## src/rtl/clkgen_pkg.sv

```systemverilog
// clkgen_pkg: shared types and helpers for the clock-strobe generator.
package clkgen_pkg;

    typedef enum logic [1:0] {WAIT_LOCK, COUNT, RUN} state_t;

    // Increment that yields f_out strobes from an f_in clock with an acc_w-bit accumulator
    function automatic longint unsigned freq_to_inc(
        input longint unsigned f_out,
        input longint unsigned f_in,
        input int unsigned     acc_w
    );
        return (f_out << acc_w) / f_in;
    endfunction

endpackage

```

## src/rtl/clk_strobe_gen_phase_acc.sv

```systemverilog
// phase_acc: one fractional-rate strobe channel; the accumulator carry-out is the strobe.
module phase_acc
    import clkgen_pkg::*;
#(
    parameter int ACC_W = 24
) (
    input  logic             clkin,
    input  logic             rst_n,
    input  logic             i_en,
    input  logic             i_align,
    input  logic             i_inc_we,
    input  logic [ACC_W-1:0] i_inc,
    output logic             o_ce
);

    logic [ACC_W-1:0] r_acc;
    logic [ACC_W-1:0] r_inc;
    logic             r_ce;
    logic [ACC_W:0]   w_sum;

    assign w_sum = {1'b0, r_acc} + {1'b0, r_inc};
    assign o_ce  = r_ce;

    // A freshly loaded increment is only seen by the accumulate on the following edge
    always_ff @(posedge clkin) begin
        if (!rst_n) begin
            r_acc <= '0;
            r_inc <= '0;
            r_ce  <= 1'b0;
        end else begin
            if (i_inc_we) r_inc <= i_inc;
            if (!i_en || i_align) begin
                r_acc <= '0;
                r_ce  <= 1'b0;
            end else begin
                r_acc <= w_sum[ACC_W-1:0];
                r_ce  <= w_sum[ACC_W];
            end
        end
    end

endmodule

```

## src/rtl/clk_strobe_gen.sv

```systemverilog
// clk_strobe_gen: lock-qualified reset sequencer plus CHANNELS fractional clock-enable strobes.
module clk_strobe_gen
    import clkgen_pkg::*;
#(
    parameter int CHANNELS = 3,
    parameter int ACC_W    = 24,
    parameter int LOCK_CNT = 1024
) (
    input  logic                      clkin,
    input  logic                      rst_n,
    input  logic                      pll_locked,
    input  logic [CHANNELS*ACC_W-1:0] inc,
    input  logic [CHANNELS-1:0]       inc_we,
    input  logic                      align,
    output logic [CHANNELS-1:0]       ce,
    output logic                      rst_out_n,
    output logic                      ready
);

    localparam int CNT_W = $clog2(LOCK_CNT);

    logic [1:0]       r_sync;
    state_t           r_state;
    state_t           w_state_nxt;
    logic [CNT_W-1:0] r_cnt;
    logic [CNT_W-1:0] w_cnt_nxt;
    logic             r_ready;
    logic             r_rst_out_n;
    logic             w_lk_s;
    logic             w_run_nxt;

    assign w_lk_s    = r_sync[1];
    assign w_run_nxt = (w_state_nxt == RUN);
    assign ready     = r_ready;
    assign rst_out_n = r_rst_out_n;

    always_ff @(posedge clkin) begin
        if (!rst_n) begin
            r_sync      <= '0;
            r_state     <= WAIT_LOCK;
            r_cnt       <= '0;
            r_ready     <= 1'b0;
            r_rst_out_n <= 1'b0;
        end else begin
            r_sync      <= {r_sync[0], pll_locked};
            r_state     <= w_state_nxt;
            r_cnt       <= w_cnt_nxt;
            r_ready     <= w_run_nxt;
            r_rst_out_n <= w_run_nxt;
        end
    end

    always_comb begin
        w_state_nxt = r_state;
        w_cnt_nxt   = '0;
        case (r_state)
            WAIT_LOCK: if (w_lk_s) w_state_nxt = COUNT;
            COUNT: begin
                if (!w_lk_s) w_state_nxt = WAIT_LOCK;
                else if (r_cnt == CNT_W'(LOCK_CNT - 1)) w_state_nxt = RUN;
                else w_cnt_nxt = r_cnt + 1'b1;
            end
            RUN: if (!w_lk_s) w_state_nxt = WAIT_LOCK;
            default: w_state_nxt = WAIT_LOCK;
        endcase
    end

    // Channels follow the next state so strobes stop on the same edge that reset drops
    for (genvar i = 0; i < CHANNELS; i++) begin : g_ch
        phase_acc #(.ACC_W(ACC_W)) u_acc (
            .clkin    (clkin),
            .rst_n    (rst_n),
            .i_en     (w_run_nxt),
            .i_align  (align),
            .i_inc_we (inc_we[i]),
            .i_inc    (inc[i*ACC_W +: ACC_W]),
            .o_ce     (ce[i])
        );
    end

endmodule

```

## config.mk

```make
export PLATFORM = sky130hd
export DESIGN_NAME = clk_strobe_gen
export DESIGN_NICKNAME = d
export VERILOG_FILES = /design/src/rtl/clkgen_pkg.sv /design/src/rtl/clk_strobe_gen_phase_acc.sv /design/src/rtl/clk_strobe_gen.sv
export SDC_FILE = /design/constraint.sdc
export NUM_CORES = 1
export LEC_CHECK = 0
export CORE_MARGIN = 1.5
export CORE_UTILIZATION = 55
export CTS_BUF_LIST = sky130_fd_sc_hd__clkbuf_4
export CTS_CLUSTER_DIAMETER = 50
export DETAILED_ROUTE_END_ITERATION = 10
export GPL_ROUTABILITY_DRIVEN = 0
export GPL_TIMING_DRIVEN = 0
export PLACE_DENSITY_LB_ADDON = 0.3
export SLEW_MARGIN = 20
export SYNTH_ARGS = -nofsm -noshare
export SYNTH_HDL_FRONTEND = slang
export SYNTH_HIERARCHICAL = 1
export SYNTH_SLANG_ARGS = --single-unit
```

## constraint.sdc

```tcl
create_clock -name clkin -period 6.62 [get_ports clkin]
set_input_delay 0.993 -clock clkin [delete_from_list [all_inputs] [get_ports clkin]]
set_output_delay 0.993 -clock clkin [all_outputs]
set_load 0.005 [all_outputs]
```

==> results.json <==
{
  "outcome": "completed",
  "grt_start_max_net_pins": 30,
  "syn_avg_cell_area_um2": 9.14,
  "num-nets-final": 1258,
  "yosysUniqueCellTypes": 74,
  "fin_area_um2": 10600,
  "switchingPower_mw": 0.443,
  "synth_area_leaders": "dfxtp_1 35%, ha_1 10%, mux2i_1 9.1%",
  "synth_area_um2": 9180,
  "seq_power_share": 0.537,
  "fp.dieH_um": 132,
  "min_path_cells": 1,
  "period_needed_ps": 2750,
  "setup_slack_ps": 3870,
  "synth.most_common_cell": "dfxtp_1",
  "tightest_slew_ps": 568,
  "slew-limit-headroom": 0.622,
  "p_int_mw": 1.45,
  "dr.first_iter.drc_count": 426,
  "grt_pass1_vias": 6980,
  "start_util": 0.557,
  "finalSetupViolations": 0,
  "p_clk_frac": 0.359,
  "die-area_um2": 17500,
  "clock-skew-final_ps": 16.1,
  "viasPerCell": 5.55,
  "pwr-share-comb": 0.105,
  "clk_pin_slew_ps": 120,
  "max_cap_viol_count": 0,
  "firstDrtPassIters": 7,
  "ctsHoldBuffers": 0,
  "drcViolationCount": 0,
  "max_freq_mhz": 363,
  "rsz0062_at_grt": "no",
  "synth-edff-count": 0,
  "synth_top_area_frac": 0.353,
  "synth_ff_type": "dfxtp_1",
  "seq_area_um2": 3240,
  "clk_path_buf_depth": 2,
  "slowest_stage": "dfxtp_1",
  "required_ps": 7110,
  "overflow": 0,
  "yosysSeqAreaShare": 0.353,
  "coreArea_um2": 16500,
  "vias": 7421,
  "hp-class": "reg -> reg",
  "grt_first_pass_wirelength_mm": 32.0,
  "grt_usage": 0.221,
  "ys_ff_latch": 162,
  "start_kind": "register",
  "rrSetupSlack_ps": 3870,
  "place_area_um2": 10300,
  "ctsRootBufferMaster": "clkbuf_4",
  "ir_worst_vdd_mv": 0.187,
  "total_power_mw": 1.90,
  "final_cells": 1336,
  "fill_cells": 1429,
  "sw_frac_of_total": 0.234,
  "whs_ps": 491,
  "cp.arrival_ps": 3250,
  "cts_made_buffers": 17,
  "synth_common_cells": "162 x dfxtp_1, 83 x mux2i_1, 81 x a21oi_1",
  "rr_startpoint": "r_cnt[0]$_SDFF_PP0_",
  "fin_setup_tns_ps": 0,
  "drt-total-wl_mm": 18.9,
  "cts_tree": "yes",
  "p_per_area_nw_per_um2": 179,
  "final_util": 0.643,
  "io_buffers": 80,
  "cp-end-kind": "register",
  "hold_start": "r_cnt[0]$_SDFF_PP0_",
  "yosys_warnings": 6,
  "crit_fanout": 10,
  "placed_cells": 1304,
  "multi_input_area_um2": 5680,
  "hold_viol_final": 0,
  "yosys.area.top_type": "dfxtp_1",
  "grt_antenna_before_repair": 1,
  "layout-drive-gt1-share": 0.0834,
  "cts_setup_buffers": 0,
  "clock_sinks": 162,
  "worstSetupPathType": "reg -> reg",
  "cts_resized": 0,
  "rr_endpoint": "g_ch[2].u_acc/r_acc[9]$_SDFF_PP0_",
  "crit_path_cell_trace": "ha_1 -> nand3_1 -> o31ai_1 -> and2_1 -> nand3b_1 -> buf_1 -> clkbuf_1 -> nor2_1",
  "slew_viol_final": 0,
  "ios": 84,
  "clk_latency_ps": 560,
  "detail-route-antenna-nets": 0,
  "place_worst_setup_slack_ps": 2870,
  "synthToLayoutAreaGrowth_pct": 15.4,
  "wire_per_inst_um": 14.1,
  "cpPeakStageDelay_ps": 410,
  "synth_fp_nets": 1159,
  "r2r_cells": 8,
  "core.rowCount": 47,
  "whs_endpoint": "r_cnt[0]$_SDFF_PP0_",
  "cellLeakagePower_nw": 4.58,
  "cts-htree-levels": 4,
  "period_share": 0.416,
  "dieWidth_um": 132,
  "synthArstFlopShare": 0,
  "hpwl_mm": 14.0,
  "synthCells": 1004
}
[cells in the final DEF, fill, tap and decap left out, types with 16 or more instances in the layout]
master           instances
a21o_1                  30
a21oi_1                 81
clkbuf_1                17
clkbuf_4                20
clkdlybuf4s50_1         79
dfxtp_1                162
ha_1                    73
inv_1                   21
mux2i_1                 83
nand2_1                 67
nand4_1                 16
nor2_1                  62
nor2b_1                 77
nor3_1                  30
o21a_1                  16
o21ai_0                 28
xnor2_1                 21
[area by class of cell]
class | count | area share
Inverter | 21 | 0.00745
Clock buffer | 20 | 0.0142
Multi-Input combinational cell | 786 | 0.537
Antenna cell | 1 | 0.000236
Sequential cell | 162 | 0.306
Buffer | 35 | 0.0162
Timing Repair Buffer | 80 | 0.0752
Clock inverter | 11 | 0.0176
Tap cell | 220 | 0.0260
[metal layers]
metal,track usage,part of all wire,routed length (um)
met1,0.285,0.47,8950
met2,0.371,0.47,8930
met3,0.0469,0.043,820
met4,0.0702,0.010,196
met5,0,0,0
[power by group through the flow]
| stage | logic, mW | clock network (mW) | registers [mW] |
|---|---|---|---|
| after CTS | 0.199 | 0.703 | 1.02 |
| after detailed placement | 0.198 | 0 | 1.04 |
| after global placement | 0.194 | 0 | 1.04 |
| after floorplan | 0.125 | 0 | 1.03 |
| after global routing | 0.218 | 0.747 | 1.02 |
| final | 0.198 | 0.680 | 1.02 |
[state kept, by name (all words and copies together), names as in the netlist]
register	flops
rst_out_n	1
r_state	2
r_cnt	10
r_sync	2
g_ch.u_acc/r_inc	72
g_ch.u_acc/r_acc	72
g_ch.u_acc/o_ce	3
[worst max-delay path by stage]
stage               slack, ps                            endpoint                               from  cells after the start
CTS                      3500   g_ch[2].u_acc/r_acc[9]$_SDFF_PP0_                              rst_n                      5
finish                   3870   g_ch[2].u_acc/r_acc[9]$_SDFF_PP0_                r_cnt[0]$_SDFF_PP0_                      8
floorplan                4450       g_ch[2].u_acc/o_ce$_SDFF_PP0_  g_ch[2].u_acc/r_acc[0]$_SDFF_PP0_                      8
global placement         2900  g_ch[2].u_acc/r_acc[19]$_SDFF_PP0_                              rst_n                      5
detailed placement       2870   g_ch[2].u_acc/r_acc[9]$_SDFF_PP0_                              rst_n                      5
global route             3560  g_ch[2].u_acc/r_acc[11]$_SDFF_PP0_                r_cnt[0]$_SDFF_PP0_                      8
[cell families after synthesis]
family          synth area share
compound gates             0.177
xor+xnor                  0.0324
fa+ha+maj                  0.106
buf+inv                   0.0273
flops                      0.353
mux                       0.0918
simple gates               0.213
[worst max-delay path, delay by kind of cell, from the launching register on]
family                   cells  cell delay (ps)
AND/OR/NAND/NOR              4              950
buffers and inverters        2              670
flip-flops                   1              410
AO/OA/AOI/OAI                1              370
adder cells (fa/ha/maj)      1              290
Note: power is estimated with default switching activity, not from simulation.
